File: config.mk
export PLATFORM = sky130hd
export DESIGN_NAME = alu_seq_flat
export DESIGN_NICKNAME = d
export VERILOG_FILES = /design/src/rtl/alu_seq_if.sv /design/src/rtl/alu_seq.sv /design/src/flat_wrapper.sv
export SDC_FILE = /design/constraint.sdc
export NUM_CORES = 1
export LEC_CHECK = 0
export BUFFER_PORTS_ARGS = -buffer_cell sky130_fd_sc_hd__clkbuf_2
export CORE_UTILIZATION = 40
export DETAILED_ROUTE_END_ITERATION = 7
export PLACE_DENSITY = 0.65
export RECOVER_POWER = 50
export SLEW_MARGIN = 20
export SYNTH_ARGS = -nofsm -noshare
export SYNTH_HDL_FRONTEND = slang
export SYNTH_SLANG_ARGS = --single-unit
File: constraint.sdc
create_clock -name clk -period 1.9 [get_ports clk]
set_input_delay 0.19 -clock clk [delete_from_list [all_inputs] [get_ports clk]]
set_output_delay 0.19 -clock clk [all_outputs]
set_load 0.02 [all_outputs]
File: src/rtl/alu_seq_if.sv
// Bus between the execution sequencer (initiator) and the shared combinational ALU.
// The sequencer drives op/a/b; the ALU answers p/bcond combinationally in the same cycle.
interface alu_seq_if;
    logic [3:0]  alu_op_o;
    logic [31:0] alu_a_o;
    logic [31:0] alu_b_o;
    logic [31:0] alu_p_i;
    logic        bcond_i;

    modport master (
        output alu_op_o,
        output alu_a_o,
        output alu_b_o,
        input  alu_p_i,
        input  bcond_i
    );

    modport slave (
        input  alu_op_o,
        input  alu_a_o,
        input  alu_b_o,
        output alu_p_i,
        output bcond_i
    );
endinterface

File: src/rtl/alu_seq.sv
// Multi-cycle execution sequencer: time-multiplexes one combinational ALU over
// PC-increment, execute and branch-target steps for one decoded instruction.
module alu_seq (
    input  logic        clk,
    input  logic        reset,
    // Handshake: start_i is "valid"; ready is busy_o == 0. A transfer happens on the
    // rising edge where start_i=1 and the sequencer is IDLE; start_i at any other time is dropped.
    input  logic        start_i,
    input  logic [2:0]  inst_class_i,
    input  logic [2:0]  funct3_i,
    input  logic        funct7b5_i,
    input  logic [31:0] pc_i,
    input  logic [31:0] rs1_i,
    input  logic [31:0] rs2_i,
    input  logic [31:0] imm_i,
    alu_seq_if.master   alu,
    output logic        busy_o,
    output logic        done_o,
    output logic [31:0] rd_data_o,
    output logic        rd_we_o,
    output logic [31:0] next_pc_o,
    output logic [2:0]  dbg_state_o
);

    typedef enum logic [2:0] {
        S_IDLE  = 3'd0,
        S_PCINC = 3'd1,
        S_EXEC  = 3'd2,
        S_TGT   = 3'd3,
        S_DONE  = 3'd4
    } state_t;

    localparam logic [3:0] OP_ADD = 4'd0;
    localparam logic [3:0] OP_SUB = 4'd1;
    localparam logic [3:0] OP_AND = 4'd2;
    localparam logic [3:0] OP_OR  = 4'd3;
    localparam logic [3:0] OP_XOR = 4'd4;
    localparam logic [3:0] OP_SLL = 4'd5;
    localparam logic [3:0] OP_SRL = 4'd6;
    localparam logic [3:0] OP_BEQ = 4'd7;
    localparam logic [3:0] OP_BNE = 4'd8;
    localparam logic [3:0] OP_BLT = 4'd9;
    localparam logic [3:0] OP_BGE = 4'd10;
    localparam logic [3:0] OP_NOP = 4'd15;

    localparam logic [2:0] CLS_R    = 3'd0;
    localparam logic [2:0] CLS_I    = 3'd1;
    localparam logic [2:0] CLS_MEM  = 3'd2;
    localparam logic [2:0] CLS_BR   = 3'd3;
    localparam logic [2:0] CLS_JAL  = 3'd4;
    localparam logic [2:0] CLS_JALR = 3'd5;

    state_t      state, state_nxt;
    logic [2:0]  cls_q, f3_q;
    logic        f7_q;
    logic [31:0] pc_q, rs1_q, rs2_q, imm_q, pc4_q;
    logic        busy_q, done_q, rd_we_q;
    logic [31:0] rd_data_q, next_pc_q;

    logic [3:0]  exec_op;
    logic [31:0] exec_a, exec_b;
    logic        exec_wr;
    logic        branch_taken;
    logic [3:0]  op_mux;
    logic [31:0] a_mux, b_mux;

    // Execute-step decode, purely from the latched instruction.
    always_comb begin
        exec_op = OP_NOP;
        exec_a  = rs1_q;
        exec_b  = rs2_q;
        exec_wr = 1'b0;
        case (cls_q)
            CLS_R, CLS_I: begin
                if (cls_q == CLS_I) exec_b = imm_q;
                exec_wr = 1'b1;
                case (f3_q)
                    3'b000:  exec_op = (cls_q == CLS_R && f7_q) ? OP_SUB : OP_ADD;
                    3'b001:  exec_op = OP_SLL;
                    3'b100:  exec_op = OP_XOR;
                    3'b101:  exec_op = OP_SRL;
                    3'b110:  exec_op = OP_OR;
                    3'b111:  exec_op = OP_AND;
                    default: begin
                        exec_op = OP_NOP;
                        exec_wr = 1'b0;
                    end
                endcase
            end
            CLS_MEM: begin
                exec_op = OP_ADD;
                exec_b  = imm_q;
            end
            CLS_BR: begin
                case (f3_q)
                    3'b000:  exec_op = OP_BEQ;
                    3'b001:  exec_op = OP_BNE;
                    3'b100:  exec_op = OP_BLT;
                    3'b101:  exec_op = OP_BGE;
                    default: exec_op = OP_NOP;
                endcase
            end
            CLS_JAL: begin
                exec_op = OP_ADD;
                exec_a  = pc_q;
                exec_b  = imm_q;
            end
            CLS_JALR: begin
                exec_op = OP_ADD;
                exec_b  = imm_q;
            end
            default: begin
                exec_op = OP_NOP;
                exec_a  = 32'd0;
                exec_b  = 32'd0;
            end
        endcase
    end

    // An unsupported branch funct3 drives NOP, so whatever bcond says is ignored.
    assign branch_taken = (cls_q == CLS_BR) && (exec_op != OP_NOP) && alu.bcond_i;

    always_comb begin
        op_mux = OP_NOP;
        a_mux  = 32'd0;
        b_mux  = 32'd0;
        case (state)
            S_PCINC: begin
                op_mux = OP_ADD;
                a_mux  = pc_q;
                b_mux  = 32'd4;
            end
            S_EXEC: begin
                op_mux = exec_op;
                a_mux  = exec_a;
                b_mux  = exec_b;
            end
            S_TGT: begin
                op_mux = OP_ADD;
                a_mux  = pc_q;
                b_mux  = imm_q;
            end
            default: ;
        endcase
    end

    assign alu.alu_op_o = op_mux;
    assign alu.alu_a_o  = a_mux;
    assign alu.alu_b_o  = b_mux;

    always_comb begin
        state_nxt = state;
        case (state)
            S_IDLE:  if (start_i) state_nxt = S_PCINC;
            S_PCINC: state_nxt = S_EXEC;
            S_EXEC:  state_nxt = branch_taken ? S_TGT : S_DONE;
            S_TGT:   state_nxt = S_DONE;
            S_DONE:  state_nxt = S_IDLE;
            default: state_nxt = S_IDLE;
        endcase
    end

    always_ff @(posedge clk) begin
        if (reset) begin
            state     <= S_IDLE;
            cls_q     <= 3'd0;
            f3_q      <= 3'd0;
            f7_q      <= 1'b0;
            pc_q      <= 32'd0;
            rs1_q     <= 32'd0;
            rs2_q     <= 32'd0;
            imm_q     <= 32'd0;
            pc4_q     <= 32'd0;
            busy_q    <= 1'b0;
            done_q    <= 1'b0;
            rd_we_q   <= 1'b0;
            rd_data_q <= 32'd0;
            next_pc_q <= 32'd0;
        end else begin
            state  <= state_nxt;
            busy_q <= (state_nxt != S_IDLE);
            done_q <= (state_nxt == S_DONE);
            if (state == S_IDLE && start_i) begin
                cls_q <= inst_class_i;
                f3_q  <= funct3_i;
                f7_q  <= funct7b5_i;
                pc_q  <= pc_i;
                rs1_q <= rs1_i;
                rs2_q <= rs2_i;
                imm_q <= imm_i;
            end
            case (state)
                S_PCINC: pc4_q <= alu.alu_p_i;
                S_EXEC: begin
                    case (cls_q)
                        CLS_R, CLS_I: begin
                            rd_data_q <= exec_wr ? alu.alu_p_i : 32'd0;
                            rd_we_q   <= exec_wr;
                            next_pc_q <= pc4_q;
                        end
                        CLS_MEM: begin
                            rd_data_q <= alu.alu_p_i;
                            rd_we_q   <= 1'b0;
                            next_pc_q <= pc4_q;
                        end
                        CLS_BR: begin
                            rd_data_q <= 32'd0;
                            rd_we_q   <= 1'b0;
                            if (!branch_taken) next_pc_q <= pc4_q;
                        end
                        CLS_JAL: begin
                            rd_data_q <= pc4_q;
                            rd_we_q   <= 1'b1;
                            next_pc_q <= alu.alu_p_i;
                        end
                        CLS_JALR: begin
                            rd_data_q <= pc4_q;
                            rd_we_q   <= 1'b1;
                            next_pc_q <= {alu.alu_p_i[31:1], 1'b0};
                        end
                        default: begin
                            rd_data_q <= 32'd0;
                            rd_we_q   <= 1'b0;
                            next_pc_q <= pc4_q;
                        end
                    endcase
                end
                S_TGT: begin
                    next_pc_q <= alu.alu_p_i;
                    rd_we_q   <= 1'b0;
                end
                default: ;
            endcase
        end
    end

    assign busy_o      = busy_q;
    assign done_o      = done_q;
    assign rd_we_o     = rd_we_q;
    assign rd_data_o   = rd_data_q;
    assign next_pc_o   = next_pc_q;
    assign dbg_state_o = state;

endmodule

File: src/flat_wrapper.sv
// flat-port wrapper written by rule: the top's interface ports become plain ports
module alu_seq_flat 
  (clk, reset, start_i, inst_class_i, funct3_i, funct7b5_i, pc_i, rs1_i, rs2_i, imm_i, busy_o, done_o, rd_data_o, rd_we_o, next_pc_o, dbg_state_o, alu_alu_op_o, alu_alu_a_o, alu_alu_b_o, alu_alu_p_i, alu_bcond_i);
  alu_seq_if alu_i ();
  input  logic clk;
  input  logic reset;
  input  logic start_i;
  input  logic [2:0] inst_class_i;
  input  logic [2:0] funct3_i;
  input  logic funct7b5_i;
  input  logic [31:0] pc_i;
  input  logic [31:0] rs1_i;
  input  logic [31:0] rs2_i;
  input  logic [31:0] imm_i;
  output logic busy_o;
  output logic done_o;
  output logic [31:0] rd_data_o;
  output logic rd_we_o;
  output logic [31:0] next_pc_o;
  output logic [2:0] dbg_state_o;
  output wire logic [$bits(alu_i.alu_op_o)-1:0] alu_alu_op_o;
  output wire logic [$bits(alu_i.alu_a_o)-1:0] alu_alu_a_o;
  output wire logic [$bits(alu_i.alu_b_o)-1:0] alu_alu_b_o;
  input wire logic [$bits(alu_i.alu_p_i)-1:0] alu_alu_p_i;
  input wire logic [$bits(alu_i.bcond_i)-1:0] alu_bcond_i;
  assign alu_alu_op_o = alu_i.alu_op_o;
  assign alu_alu_a_o = alu_i.alu_a_o;
  assign alu_alu_b_o = alu_i.alu_b_o;
  assign alu_i.alu_p_i = alu_alu_p_i;
  assign alu_i.bcond_i = alu_bcond_i;
  alu_seq u_core (.clk(clk), .reset(reset), .start_i(start_i), .inst_class_i(inst_class_i), .funct3_i(funct3_i), .funct7b5_i(funct7b5_i), .pc_i(pc_i), .rs1_i(rs1_i), .rs2_i(rs2_i), .imm_i(imm_i), .alu(alu_i), .busy_o(busy_o), .done_o(done_o), .rd_data_o(rd_data_o), .rd_we_o(rd_we_o), .next_pc_o(next_pc_o), .dbg_state_o(dbg_state_o));
endmodule
== Word-level counts from Yosys, hierarchy flattened ==
Index checks and enable logic that the tools add are counted.
Word-level totals
  word-level logic and storage cells: 68
  output and inout bits: 138
  register bits after elaboration: 237
  input port bits: 171
Cells by class
  reductions and logical operators: 16
  muxes and demuxes: 22
  eq/ne operators: 16
Operators by type and width (number)
  $pmux W32 S3: 4
  $pmux W32 S2: 3
  $mux W32: 3
  $pmux W4 S6: 1
  $eq A3 B3 Y1 const B: 7
  $pmux W4 S4: 1
  $eq A3 B2 Y1 const B: 4
  $pmux W3 S4: 1
  $pmux W4 S3: 1
  $eq A3 B1 Y1 const B: 3
  $logic_not A3 Y1: 3
  $pmux W4 S2: 1
  $mux W3: 2
  $reduce_or A2 Y1: 3
  $reduce_or A6 Y1: 1
  $reduce_or A5 Y1: 1
  $logic_and A1 B1 Y1: 4
  $ne A4 B4 Y1 const B: 1
  $pmux W1 S2: 2
  $mux W1: 3
  $ne A3 B3 Y1 const B: 1
  $reduce_bool A3 Y1: 1
  $reduce_or A3 Y1: 1
  $reduce_and A2 Y1: 1
  $reduce_bool A2 Y1: 1

== Logic depth before layout (Yosys ltp) ==
Gate-level depths: netlist of run 1.
  depth in word-level cells: 11
  mapped depth: 8
  gate-level depth less buffers: 4

== Least setup slack after synthesis of run 1 ==
OpenSTA, ideal clock, no wires.
  path type: reg-to-output
  start point: register u_core.state[2] (netlist: u_core.dbg_state_o[2])
  end point: output port alu_alu_a_o[10]
  buffers on the path: 2
  data required time: 1.710 ns
  slack: 0.071 ns
  arrival: 1.639 ns
  stages on the path, launching flop included: 6
  cells stage by stage: dfxtp_1 buf_6 nand2b_4 o41ai_2 buf_6 a22o_1
Between the ends
  word-level cells in the longest chain between the ends: 3
  elaborated cells between the ends (all ways): 5
  those cells by class: eq/ne (3); mux (1); reduce/logical (1)
Ends and longest elaborated chain
  start: declaration: line alu_seq.sv:53  | state_t state, state_nxt;
  start signal: assignment: line alu_seq.sv:180  | state <= state_nxt;
  $eq A3 B1 Y1 / $eq A3 B2 Y1 (equally long branches): line alu_seq.sv:127  | case (state)
  $reduce_or A2 Y1 (no line)
  $pmux W32 S2 *: line alu_seq.sv:127
  end: declaration: line flat_wrapper.sv:22  | output wire logic [$bits(alu_i.alu_a_o)-1:0] alu_alu_a_o;
Mark *: on every way between the ends. The rest lies on a longest branch, timed or not.

== Worst setup path in the final report of run 1 ==
  start point: register u_core.state[2] (netlist: u_core.dbg_state_o[2])
  end point: output port alu_alu_a_o[26]
The elaborated chain is that of the path after synthesis.

==> results of run 1 <==
==> Yosys cell counts (all sizes together), types with 2 or more instances <==
master and n:
a211oi 34, a21oi 172, a22o 64, a22oi 33, buf 57, clkbuf 48
dfxtp 237, inv 3, mux2i 32, nand2 336, nand2b 7, nor2 39
nor2b 8, nor3 7, nor3b 3, nor4 3, nor4b 2, o21ai 4
o2bb2ai 32
==> layer usage <==
layer	vias up	share of wire [%]	wire length, µm
met5	-	0	0
met2	416	49	17000
met4	0	4.7	1630
met3	115	6.1	2140
li1	4886	-	-
met1	4820	41	14200
==> critical path, delay by kind of cell, from the launching register on <==
kind	cells	cell delay [ps]
buf+inv	5	710
simple gates	1	140
compound gates	2	450
flops	1	310
==> metrics by stage <==
| stage | setup slack, ps | TNS, ps | hold slack, ps | std cells | utilization (%) |
|---|---|---|---|---|---|
| floorplan | 71.2 | 0 | 326 | 1138 | - |
| global placement | -224 | -6380 | 412 | 1695 | 49.0 |
| detailed placement | -351 | -10400 | 418 | 1695 | 49.0 |
| CTS | -487 | -28040 | 127 | 1934 | 63.0 |
| global route | -557 | -47930 | 176 | 1946 | 63.8 |
| finish | -460 | -29740 | 166 | 1946 | 63.8 |
==> where the power goes <==
| group | leakage, nW | internal [W] | total [W] | switching (W) |
|---|---|---|---|---|
| clock | 0.439 | 0.00314 | 0.00531 | 0.00217 |
| combinational | 3.82 | 0.00102 | 0.00220 | 0.00118 |
| sequential | 1.94 | 0.00525 | 0.00544 | 0.000187 |
==> worst paths after layout <==
| check | cells past startpoint | endpoint | from |
|---|---|---|---|
| max | 8 | alu_alu_a_o[26] | u_core.dbg_state_o[2] |
| min | 4 | u_core.dbg_state_o[1] | alu_bcond_i |
| max reg2reg | 5 | u_core.rs1_q[10] | u_core.dbg_state_o[1] |
| min reg2reg | 2 | u_core.rs1_q[11] | u_core.rs1_q[11] |
==> sequential cells by signal (all words and copies together), names as in the netlist, 3 cells and up <==
signal,cells
u_core.pc_q,32
u_core.pc4_q,32
u_core.f3_q,3
u_core.rd_data_o,32
u_core.imm_q,32
u_core.rs1_q,32
u_core.dbg_state_o,3
u_core.next_pc_o,32
u_core.rs2_q,32
u_core.cls_q,3
==> layout by cell type (no fill, tap or decap), drive strengths merged, types with 8 or more instances in the layout <==
cell and count:
nand2 336, clkbuf 316, dfxtp 237, a21oi 172
dlygate4sd3 169, buf 85, a22o 64, nor2 41
a211oi 34, a22oi 33, o2bb2ai 32, mux2i 32
clkinv 8, nor2b 8
==> what timing repair did <==
item                       in CTS  in global routing
setup buffers                  14                  5
hold endpoints to repair      216                  0
pin swaps                      39                 23
resized for setup             109                 98
cloned                          6                  3
hold buffers                  169                  0
setup endpoints to repair      68                100
==> layout make-up <==
cell class / count / area, µm² / share of cell area (%)
Tap cell: 319 / 399 / 2.65
Inverter: 3 / 11.3 / 0.0747
Clock inverter: 15 / 161 / 1.07
Sequential cell: 237 / 4760 / 31.6
Clock buffer: 35 / 736 / 4.88
Multi-Input combinational cell: 795 / 4570 / 30.4
Timing Repair Buffer: 536 / 4410 / 29.3
Antenna cell: 6 / 15.0 / 0.0997
==> logic make-up after synthesis <==
| logic type | count (synthesis) | synth area share, % |
|---|---|---|
| AO/OA/AOI/OAI | 348 | 24.2 |
| multiplexers | 32 | 3.30 |
| AND/OR/NAND/NOR | 411 | 17.3 |
| flip-flops | 237 | 48.9 |
| XOR/XNOR | 2 | 0.180 |
| buffers and inverters | 108 | 6.20 |
==> out/results.ini, run 1 <==
[status]
status = finished with violations
failed_checks = negative setup slack

[logic_synthesis]
synth_cells = 1138
synth_nets = 1309
ys_seq_area_share_pct = 48.9
synth_top_area_share_pct = 48.9
ys_async_sr_fraction_pct = 0
syn_area_mm2 = 0.00971
synth_edf_count = 0
synth_area_leader_cell = dfxtp_1
yosysUniqueCellTypes = 46
ys_ff_latch = 237
synth_area_per_cell_um2 = 8.53
yosysWarnings = 0
synth_ff_type = dfxtp_1
synth_area_leaders = dfxtp_1, nand2_1, a21oi_1

[drt]
ant_nets = 0
wl_um = 34900
wl_per_cell_um = 18.0
drtPass1Iterations = 5
drc = 0
via_per_inst = 5.26
num_vias = 10200
dr.first_iter.drc_count = 761

[global_routing]
met3_usage_pct = 5.47
grt_overflow = 0
grt_busiest_layer = met2
gr-usage-met1_pct = 30.2
antenna_found_initial = 6
use_met2_pct = 45.2
grt_pass1_wl_um = 51900
grt_max_degree = 104
grt_pass1_vias = 10300
grt_use_total_pct = 26.1

[pwr]
p_leak_nw = 6.20
fin_total_pwr_w = 0.0129
power.density_mw_per_mm2 = 859
ir_drop_mv = 0.779

[sta]
setup_viol = 141
fin_worst_skew_ps = 13.3
max_freq_mhz = 424
setup_ws_ps = -460
post-route-period-util_pct = 124
maxSlewViolCount = 0
fin_crit_ps = 2360
slew_headroom_pct = 55.9
rsz0062_at_grt = yes
hold_viol_final = 0
tightestPinTransition_ps = 662

[place]
dpl_cell_area_mm2 = 0.0116
hpwl_um = 18200
io_buffers = 308
place.gp.congestion = 0.792

[die]
die_h_um = 158
io_pins = 309
start_util_pct = 41.1
die_area_mm2 = 0.0249
coreArea_mm2 = 0.0236
dieWidth_um = 158
rows = 56

[worst_setup_path]
cp_cell_sequence = nand2b_4 > buf_8 > o41ai_4 > buf_6 > buf_12 > buf_16 > a22o_1 > clkbuf_8
arrival_ps = 2170
path_class = flop to output port
startpoint_type = flop
cp-end-kind = output port
rrSetupSlack_ps = -130
worst_path_max_delay_cell = dfxtp_2
cp.required_ps = 1710
path_max_fanout = 8
slowest_delay_ps = 310

[job]
cap_viol_max_count = 0

[finish]
drive_gt1_share_pct = 24.1
nets = 1771
fin_area_mm2 = 0.0151
syn_to_final_growth_pct = 55.1
fillers = 1886

[clock_tree]
cts_buffer_depth = 3
clk_pin_slew_ps = 60
clk_latency_ps = 540
cts_max_level = 1
cts_buffers = 27
cts_root_buf = clkbuf_16
clock-sinks = 237
cts_tree = built

[hold_path]
hold_path.class = input pin to flop

No activity file was read; power rests on OpenSTA's default activity.
==> run 2: changes to the inputs <==
PLACE_DENSITY = 0.67   (was 0.65)
RECOVER_POWER = default   (was 50)
==> run 2 against run 1 <==
The flow still finishes with violations (negative setup slack). Die area did not move. Via count fell by 1.9%. Clock power fell by 6.8%. Critical path type unchanged.
==> out/results.ini, run 2 (synthesis results as in run 1) <==
[clock_tree]
clock-sinks = 237
cts_root_buf = clkbuf_16
cts_buffer_depth = 3
clk_latency_ps = 520
cts_tree = built
cts_buffers = 27
cts_max_level = 1
clk_pin_slew_ps = 60

[global_routing]
grt_pass1_vias = 9818
grt_max_degree = 110
grt_use_total_pct = 25.1
antenna_found_initial = 2
grt_overflow = 0
grt_pass1_wl_um = 50200

[pwr]
fin_total_pwr_w = 0.0125
ir_drop_mv = 0.603
p_leak_nw = 6.35
power.density_mw_per_mm2 = 843

[drt]
wl_per_cell_um = 16.9
drtPass1Iterations = 5
ant_nets = 0
drc = 0
dr.first_iter.drc_count = 743
num_vias = 10000
wl_um = 32700
via_per_inst = 5.21

[die]
coreArea_mm2 = 0.0236
die_h_um = 158
dieWidth_um = 158
io_pins = 309
start_util_pct = 41.1
die_area_mm2 = 0.0249
rows = 56

[sta]
setup_viol = 68
tightestPinTransition_ps = 495
fin_crit_ps = 2250
rsz0062_at_grt = yes
slew_headroom_pct = 67.0
setup_ws_ps = -353
max_freq_mhz = 444
hold_viol_final = 0
maxSlewViolCount = 0
fin_worst_skew_ps = 13.2
post-route-period-util_pct = 119

[place]
placed_cells = 1695
hpwl_um = 18400
place.gp.congestion = 0.809
place_ws_ps = 72.6
io_buffers = 308

[worst_setup_path]
path_class = flop to output port
startpoint_type = flop
arrival_ps = 2060
path_max_fanout = 31
reg2regPathDepth = 5
cp-end-kind = output port
cp.required_ps = 1710

[finish]
utilization_pct = 63.0
nets = 1761
drive_gt1_share_pct = 27.6
syn_to_final_growth_pct = 53.2
layout_commonest_cell = nand2_1
fin_cells = 1928
final_cell_mix = nand2_1, clkbuf_2, dfxtp_1

[status]
failed_checks = negative setup slack
status = finished with violations

[job]
cap_viol_max_count = 0

[hold_path]
hold_path.class = input pin to flop
min_path_cells = 2

run 2: cell count changes in the layout (fill, tap and decap cells not counted), sizes merged, moves of 2 or more:
cell,previous run,this run
buf,85,80
bufinv,3,1
clkinvlp,3,0
diode,6,2
nor2,41,39
run 2: cell type report:
cell class	count	area (µm²)
Antenna cell	2	5.00
Inverter	3	11.3
Clock inverter	9	77.6
Sequential cell	237	4760
Multi-Input combinational cell	793	4560
Timing Repair Buffer	528	4310
Clock buffer	37	763
Tap cell	319	399
Fill cell	1922	8730
run 2: worst max-delay path, stage by stage, from the launching register on:
cell,delay (ps)
dfxtp_4,370
or3_4,400
a21oi_4,130
nor2_2,60
buf_12,160
a22o_1,250
clkbuf_2,150
run 2: what timing repair did:
item                       CTS  global route
setup buffers               11             3
gates resized for setup    104            49
pin swaps                   23            24
setup endpoints to repair   68            68
gates cloned                 2             1
hold endpoints to repair   200             0
hold buffers               168             0
run 2: final timing paths:
check | start | end | slack (ps)
min reg2reg | u_core.rs1_q[11] | u_core.rs1_q[11] | 450
max | u_core.cls_q[2] | alu_alu_b_o[24] | -350
max reg2reg | u_core.dbg_state_o[0] | u_core.rs1_q[20] | 80
min | reset | u_core.dbg_state_o[2] | 60
run 2: metal layers:
metal  global-route usage, %  routed length, µm  up-vias
li1                        -                  -     4843
met1                    29.6              13400     4709
met2                    44.5              16100      418
met3                    5.31               2170       75
met4                    9.34                971        0
met5                       0                  0        -
run 2: stage by stage:
step | hold WS [ps] | instance area [µm²] | setup TNS [ps]
after floorplan | 326 | 9710 | 0
after global placement | 413 | 11600 | 0
after detailed placement | 418 | 11600 | 0
after CTS | 38.9 | 14700 | -23300
after global routing | 69.9 | 14900 | -25310
final | 62.9 | 14900 | -20310
run 2: power breakdown:
group / total (W) / internal, W / switching, W
Sequential: 0.00545 / 0.00525 / 0.000191
Clock: 0.00495 / 0.00293 / 0.00202
Combinational: 0.00215 / 0.00102 / 0.00113
Total: 0.0125 / 0.00920 / 0.00335
